==> src/rtl/insn_field_packer.sv <==
// insn_field_packer
// Two-stage pipeline that narrows a 32-bit value into one of three
// instruction field formats and packs it with opcode/rd/rs.
// S1 holds the request plus its range-check verdict.
// S2 holds the packed word presented downstream.
// A saturating counter tallies errored words actually delivered.
module insn_field_packer #(
    parameter int ERR_W = 8
) (
    input  logic             clock,
    input  logic             reset_n,
    input  logic             in_valid,
    output logic             in_ready,
    input  logic [1:0]       in_kind,
    input  logic [4:0]       in_opcode,
    input  logic [4:0]       in_rd,
    input  logic [4:0]       in_rs,
    input  logic [31:0]      in_value,
    output logic             out_valid,
    input  logic             out_ready,
    output logic [31:0]      out_insn,
    output logic             out_err,
    output logic [ERR_W-1:0] err_count
);

    localparam logic [1:0] KIND_IMM17 = 2'd0;
    localparam logic [1:0] KIND_TGT27 = 2'd1;
    localparam logic [1:0] KIND_PC12  = 2'd2;

    localparam logic [ERR_W-1:0] ERR_MAX = {ERR_W{1'b1}};
    localparam logic [ERR_W-1:0] ERR_ONE = {{(ERR_W-1){1'b0}}, 1'b1};

    // Does the value fit the selected field? Kind 3 never fits.
    function automatic logic value_fits(input logic [1:0] kind, input logic [31:0] value);
        logic fit;
        case (kind)
            KIND_IMM17: fit = (&value[31:16]) | (~|value[31:16]);
            KIND_TGT27: fit = ~|value[31:27];
            KIND_PC12:  fit = ~|value[31:12];
            default:    fit = 1'b0;
        endcase
        return fit;
    endfunction

    // Build the instruction word; out-of-range values keep their low bits.
    function automatic logic [31:0] pack_word(input logic [1:0]  kind,
                                              input logic [4:0]  opcode,
                                              input logic [4:0]  rd,
                                              input logic [4:0]  rs,
                                              input logic [31:0] value);
        logic [31:0] word;
        case (kind)
            KIND_IMM17: word = {opcode, rd, rs, value[16:0]};
            KIND_TGT27: word = {opcode, value[26:0]};
            KIND_PC12:  word = {opcode, rd, rs, 5'b00000, value[11:0]};
            default:    word = 32'h0000_0000;
        endcase
        return word;
    endfunction

    // Stage 1 registers
    logic        r_s1_valid;
    logic        r_s1_err;
    logic [1:0]  r_s1_kind;
    logic [4:0]  r_s1_opcode;
    logic [4:0]  r_s1_rd;
    logic [4:0]  r_s1_rs;
    logic [31:0] r_s1_value;

    // Stage 2 registers (drive the outputs directly)
    logic             r_s2_valid;
    logic [31:0]      r_out_insn;
    logic             r_out_err;
    logic [ERR_W-1:0] r_err_count;

    // Handshake wires
    logic        w_s2_adv;
    logic        w_s1_load;
    logic        w_out_xfer;
    logic [31:0] w_packed;

    // Stage advance conditions: S2 moves when empty or drained, S1 when
    // empty or emptying into S2.
    always_comb begin
        w_s2_adv   = 1'b0;
        w_s1_load  = 1'b0;
        w_out_xfer = 1'b0;
        if (!r_s2_valid || out_ready) begin
            w_s2_adv = 1'b1;
        end else begin
            w_s2_adv = 1'b0;
        end
        if (!r_s1_valid || w_s2_adv) begin
            w_s1_load = 1'b1;
        end else begin
            w_s1_load = 1'b0;
        end
        if (r_s2_valid && out_ready) begin
            w_out_xfer = 1'b1;
        end else begin
            w_out_xfer = 1'b0;
        end
    end

    // Pack the word held in S1 so S2 can capture it.
    always_comb begin
        w_packed = 32'h0000_0000;
        if (r_s1_valid) begin
            w_packed = pack_word(r_s1_kind, r_s1_opcode, r_s1_rd, r_s1_rs, r_s1_value);
        end else begin
            w_packed = 32'h0000_0000;
        end
    end

    // Stage 1: capture request fields and the range-check verdict.
    always_ff @(posedge clock) begin
        if (!reset_n) begin
            r_s1_valid  <= 1'b0;
            r_s1_err    <= 1'b0;
            r_s1_kind   <= 2'd0;
            r_s1_opcode <= 5'd0;
            r_s1_rd     <= 5'd0;
            r_s1_rs     <= 5'd0;
            r_s1_value  <= 32'h0000_0000;
        end else if (w_s1_load) begin
            r_s1_valid  <= in_valid;
            r_s1_err    <= ~value_fits(in_kind, in_value);
            r_s1_kind   <= in_kind;
            r_s1_opcode <= in_opcode;
            r_s1_rd     <= in_rd;
            r_s1_rs     <= in_rs;
            r_s1_value  <= in_value;
        end
    end

    // Stage 2: hold the packed word; error flag only rides with a valid word.
    always_ff @(posedge clock) begin
        if (!reset_n) begin
            r_s2_valid <= 1'b0;
            r_out_insn <= 32'h0000_0000;
            r_out_err  <= 1'b0;
        end else if (w_s2_adv) begin
            r_s2_valid <= r_s1_valid;
            r_out_insn <= w_packed;
            r_out_err  <= r_s1_valid & r_s1_err;
        end
    end

    // Saturating count of errored words handed downstream.
    always_ff @(posedge clock) begin
        if (!reset_n) begin
            r_err_count <= {ERR_W{1'b0}};
        end else if (w_out_xfer && r_out_err && (r_err_count != ERR_MAX)) begin
            r_err_count <= r_err_count + ERR_ONE;
        end
    end

    // While reset is held the pipeline is treated as empty.
    assign in_ready  = (~reset_n) | w_s1_load;
    assign out_valid = r_s2_valid;
    assign out_insn  = r_out_insn;
    assign out_err   = r_out_err;
    assign err_count = r_err_count;

endmodule
==> config.mk <==
export PLATFORM = sky130hd
export DESIGN_NAME = insn_field_packer
export DESIGN_NICKNAME = d
export VERILOG_FILES = /design/src/rtl/insn_field_packer.sv
export SDC_FILE = /design/constraint.sdc
export NUM_CORES = 1
export LEC_CHECK = 0
export ABC_AREA = 1
export BUFFER_PORTS_ARGS = -buffer_cell sky130_fd_sc_hd__buf_4
export CELL_PAD_IN_SITES_DETAIL_PLACEMENT = 1
export CELL_PAD_IN_SITES_GLOBAL_PLACEMENT = 2
export CORE_ASPECT_RATIO = 2
export CORE_UTILIZATION = 29
export CTS_CLUSTER_DIAMETER = 100
export CTS_CLUSTER_SIZE = 16
export DETAILED_ROUTE_END_ITERATION = 10
export PLACE_DENSITY = 0.76
export SLEW_MARGIN = 40
export SYNTH_ARGS = -nofsm -noshare
export SYNTH_HDL_FRONTEND = slang
export SYNTH_SLANG_ARGS = --single-unit
==> constraint.sdc <==
create_clock -name clock -period 1.8 [get_ports clock]
set_clock_uncertainty 0.15 [all_clocks]
set_input_delay 0.09 -clock clock [delete_from_list [all_inputs] [get_ports clock]]
set_output_delay 0.09 -clock clock [all_outputs]
set_load 0.02 [all_outputs]
**Word level (Yosys, flattened, before mapping)**

Cells that the tools add are included.

- Flip-flop bits (word level): 88
- Output and inout bits: 43
- Word-level logic and storage cells: 46

- Add/sub/neg operators: 1
- Eq/ne operators: 5
- Muxes and demuxes: 8
- Bitwise gates (word level): 5
- Reductions and logical operators: 16

Operators by type and width:

| cell | number |
|---|---|
| one-hot mux 32 bit (3 select lines) | 1 |
| 2-to-1 mux 32 bit | 1 |
| OR reduction 20 bit | 1 |
| AND reduction 16 bit | 1 |
| OR reduction 16 bit | 1 |
| adder 8 x 1 -> 8 bit, second input constant | 1 |
| inequality test 8 bit, second input constant | 1 |
| logical NOT 1 bit | 5 |
| 2-to-1 mux 1 bit | 5 |
| OR reduction 5 bit | 1 |
| == test 2 x 1 -> 1 bit, second input constant | 2 |
| == test 2 bit, second input constant | 2 |
| logical NOT 2 bit | 2 |
| logical AND 1 bit | 3 |
| one-hot mux 1 bit (3 select lines) | 1 |
| logical OR 1 bit | 2 |
| NOT 1 bit | 2 |
| OR 1 bit | 2 |
| AND 1 bit | 1 |

**Longest topological paths before layout**

- Depth in word-level cells: 8
- Mapped depth: 8
- Depth with buffers taken out: 8

**Least setup slack after synthesis**

OpenSTA, ideal clock, no wires.

- Path type: register -> register
- From: register r_err_count[0], in the netlist err_count[0]
- To: register r_err_count[2], in the netlist err_count[2]
- Arrival: 1.314 ns
- Required time: 1.584 ns
- Setup slack: 0.270 ns
- Cell stages (with the launch flop): 8
- Cells stage by stage: dfxtp_1 > ha_1 > nand2_1 > nor2_4 > nand2_2 > nand2_4 > nand2_1 > a21oi_2

- Cells in the longest elaborated chain, start to end: 2
- Elaborated cells on any way between the ends: 3

Ends and longest elaborated chain:

| what | line | RTL |
|---|---|---|
| from (decl) | 74 | `logic [ERR_W-1:0] r_err_count;` |
| from (signal assigned) | 152 | `r_err_count <= {ERR_W{1'b0}};` |
| from (signal assigned) | 154 | `r_err_count <= r_err_count + ERR_ONE;` |
| parallel branches: the longest is 2 deep, another holds adder 8 x 1 -> 8 bit | n/a |  |

Parallel ways; which one is timed is not known.
A chain may end at the register's enable or synchronous reset.

**Worst setup path after layout**

- From: input out_ready
- To: output in_ready

- Cells in the longest elaborated chain, start to end: 5

Ends and longest elaborated chain:

| what | line | RTL |
|---|---|---|
| from (decl) | 20 | `input logic out_ready,` |
| logical OR 1 bit | 88 | `if (!r_s2_valid \|\| out_ready) begin` |
| 2-to-1 mux 1 bit | 88 |  |
| logical OR 1 bit | 93 | `if (!r_s1_valid \|\| w_s2_adv) begin` |
| 2-to-1 mux 1 bit | 93 |  |
| OR 1 bit | 159 | `assign in_ready = (~reset_n) \| w_s1_load;` |
| to (decl) | 13 | `output logic in_ready,` |

Every way passes these cells.

==> impl_metrics.json <==
{
  "grt_pass1_wl_um": 18500,
  "min_period_ps": 1620,
  "route.detailed.drc": 0,
  "clockRootBuffer": "clkbuf_16",
  "peakVddDrop_mv": 0.556,
  "p_total_mw": 4.47,
  "seq_area_frac_synth": 0.498,
  "dieHeight_um": 158,
  "syn-cell-area_um2": 3540,
  "max_freq_mhz": 618,
  "yosysWarnings": 0,
  "grtUsageTotal": 0.197,
  "dieArea_um2": 12700,
  "antenna_found_initial": 0,
  "hold_buffers": 44,
  "setup_tns_ps": 0,
  "min_path_cells": 3,
  "path_class": "in2out",
  "numCtsBuffers": 9,
  "crit_cells": 7,
  "power_density_nw_per_um2": 868,
  "port_buffers": 95,
  "grt_max_degree": 39,
  "crit_family": "buffers and inverters",
  "ys_types": 28,
  "ios": 96,
  "ctsResizeCount": 0,
  "crit_top_cell": "buf_4",
  "fin_crit_sh": 0.898,
  "cp_cell_sequence": "dlygate4sd3_1, buf_4, inv_1, nand2_2, inv_4, nand3_4, buf_4",
  "cp_num_buf_inv": 5,
  "antenna_cells": 0,
  "rsz0062_at_grt": "no",
  "initial_core_util": 0.299,
  "vias": 3578,
  "worst_slew_pin_slew_ps": 736,
  "avgRoutedWirePerCell_um": 15.7,
  "worstHoldPathType": "in2reg",
  "crit_arrival_ps": 1380,
  "synth_seq_cells": 88,
  "cts_htree_levels": 3,
  "avgViaCountPerCell": 4.76,
  "required_ps": 1560,
  "die_x_um": 80.1,
  "placementRows": 56,
  "p_int_mw": 3.36,
  "worst-r2r-cell-count": 7,
  "first_iter_violations": 118,
  "area_growth_pct": 45.5,
  "crit_fanout": 12,
  "status": "complete, no violations",
  "cts_tree": "done",
  "pwr-share-comb": 0.104,
  "switchingPower_mw": 1.11,
  "numClockSinks": 88,
  "maxCapViolCount": 0,
  "crit_slowest_cell": "dlygate4sd3_1",
  "seqPwrFrac": 0.461,
  "drv_slew": 0,
  "post-cts-setup-buffers": 0,
  "clock_path_buffers": 2,
  "clk_latency_ps": 340,
  "grt_overflow": 0,
  "drtPass1Iterations": 4,
  "avgSynthCellArea_um2": 7.58,
  "critical-path-max-stage-delay_ps": 540,
  "finalSetupViolCount": 0,
  "drive_gt1_frac": 0.228,
  "syn_inst": 467,
  "start_kind": "primary input",
  "place.gp.congestion": 0.775,
  "endpoint_kind": "output port",
  "clkTransAtPathRegs_ps": 70,
  "clkPwrFrac": 0.435,
  "swShare": 0.248,
  "hold_viol_final": 0,
  "syn-num-nets": 521,
  "place.detailed.hpwl_um": 8350,
  "leakagePower_nw": 2.19,
  "grt_pass1_vias": 3762,
  "ant_nets": 0,
  "nets": 655,
  "wirelength_um": 11800,
  "max_slew_margin": 0.508,
  "core_area_um2": 11800
}
-- power groups by stage --
stage / Clock [mW] / Sequential [mW] / Combinational, mW
2_1_floorplan: 0 / 2.11 / 0.175
3_3_place_gp: 0 / 2.10 / 0.388
3_5_place_dp: 0 / 2.10 / 0.393
4_1_cts: 2.00 / 2.06 / 0.472
5_1_grt: 2.08 / 2.07 / 0.511
6_report: 1.94 / 2.06 / 0.466
-- per-layer routing --
layer	up-vias	track usage	part of all wire
li1	1791	-	-
met1	1697	0.198	0.38
met2	70	0.387	0.57
met3	20	0.0294	0.026
met4	0	0.0850	0.025
met5	-	0	0
-- layout by cell type (no fill, tap or decap), drive strengths merged --
| cell type | netlist | routed |
|---|---|---|
| nand2 | 130 | 130 |
| buf | 19 | 103 |
| dfxtp | 88 | 88 |
| nand3 | 71 | 71 |
| dlygate4sd3 | 0 | 45 |
| inv | 40 | 44 |
| a21oi | 41 | 41 |
| nor2 | 26 | 26 |
| o21ai | 24 | 24 |
| o22ai | 13 | 13 |
| clkbuf | 6 | 9 |
| nand4 | 3 | 3 |
| xor2 | 2 | 2 |
| clkinvlp | 0 | 2 |
| nor3 | 1 | 1 |
| xnor2 | 1 | 1 |
| nand3b | 1 | 1 |
| ha | 1 | 1 |
| bufinv | 0 | 1 |
-- through the flow --
stage               hold slack (ps)   util  worst slack (ps)  cell area (µm²)  cells
detailed placement              153  0.371               245             4390    690
CTS                           0.405  0.434               164             5140    750
global placement                157  0.371               276             4390    690
global route                   17.6  0.435              64.5             5150    751
finish                         3.93  0.435               183             5150    751
floorplan                      47.3      -               270             3540    467
-- worst reg2reg max path, delay by kind of cell, from the launching register on --
kind	cells	cell delay, ps
simple gates	5	540
fa+ha+maj	1	250
flops	1	440
compound gates	1	140
-- area by class of cell --
class / instances / area, µm²
Tap cell: 145 / 181
Inverter: 40 / 153
Clock inverter: 7 / 85.1
Clock buffer: 9 / 225
Sequential cell: 88 / 1760
Fill cell: 1465 / 6690
Multi-Input combinational cell: 314 / 1490
Timing Repair Buffer: 148 / 1250
-- synthesized netlist by cell type --
library cell  instances  share of area
nand2_1             125           0.13
dfxtp_1              88           0.50
nand3_1              70          0.099
inv_1                37          0.039
a21oi_1              34          0.048
nor2_1               23          0.024
o21ai_0              15          0.021
o22ai_1              13          0.023
buf_2                12          0.017
o21ai_1               9          0.013
a21oi_2               6          0.015
buf_4                 6          0.013
clkbuf_1              6         0.0064
nand2_2               4         0.0071
nand4_1               3         0.0053
inv_2                 2         0.0021
nor2_2                2         0.0035
xor2_1                2         0.0049
a21oi_4               1         0.0046
buf_1                 1         0.0011
ha_1                  1         0.0035
inv_4                 1         0.0018
nand2_4               1         0.0032
nand3_4               1         0.0049
nand3b_1              1         0.0021
nor2_4                1         0.0032
nor3_1                1         0.0014
xnor2_1               1         0.0025
-- path summary, 6_finish.rpt --
kind | from | end | slack, ps
setup reg to reg | err_count[0] | err_count[3] | 220
setup / recovery | out_ready | in_ready | 180
hold reg to reg | r_s1_value[15] | r_s1_value[15] | 300
hold / removal | in_value[20] | r_s1_value[20] | 4
-- cell families after synthesis --
logic type / Yosys count / synth area share
and+or+nand+nor: 232 / 0.287
DFF: 88 / 0.498
AOI/OAI and AO/OA: 78 / 0.124
buffers and inverters: 65 / 0.0802
xor gates and xnor gates: 3 / 0.00742
adders and majority gates: 1 / 0.00353
-- sequential cells by signal, indices dropped and copies added (netlist names) --
signal and count:
err_count 8, out_err 1, out_insn 32, out_valid 1, r_s1_err 1, r_s1_kind 2, r_s1_opcode 5, r_s1_rd 5
r_s1_rs 5, r_s1_valid 1, r_s1_value 27
(Power assumes the default switching activity.)
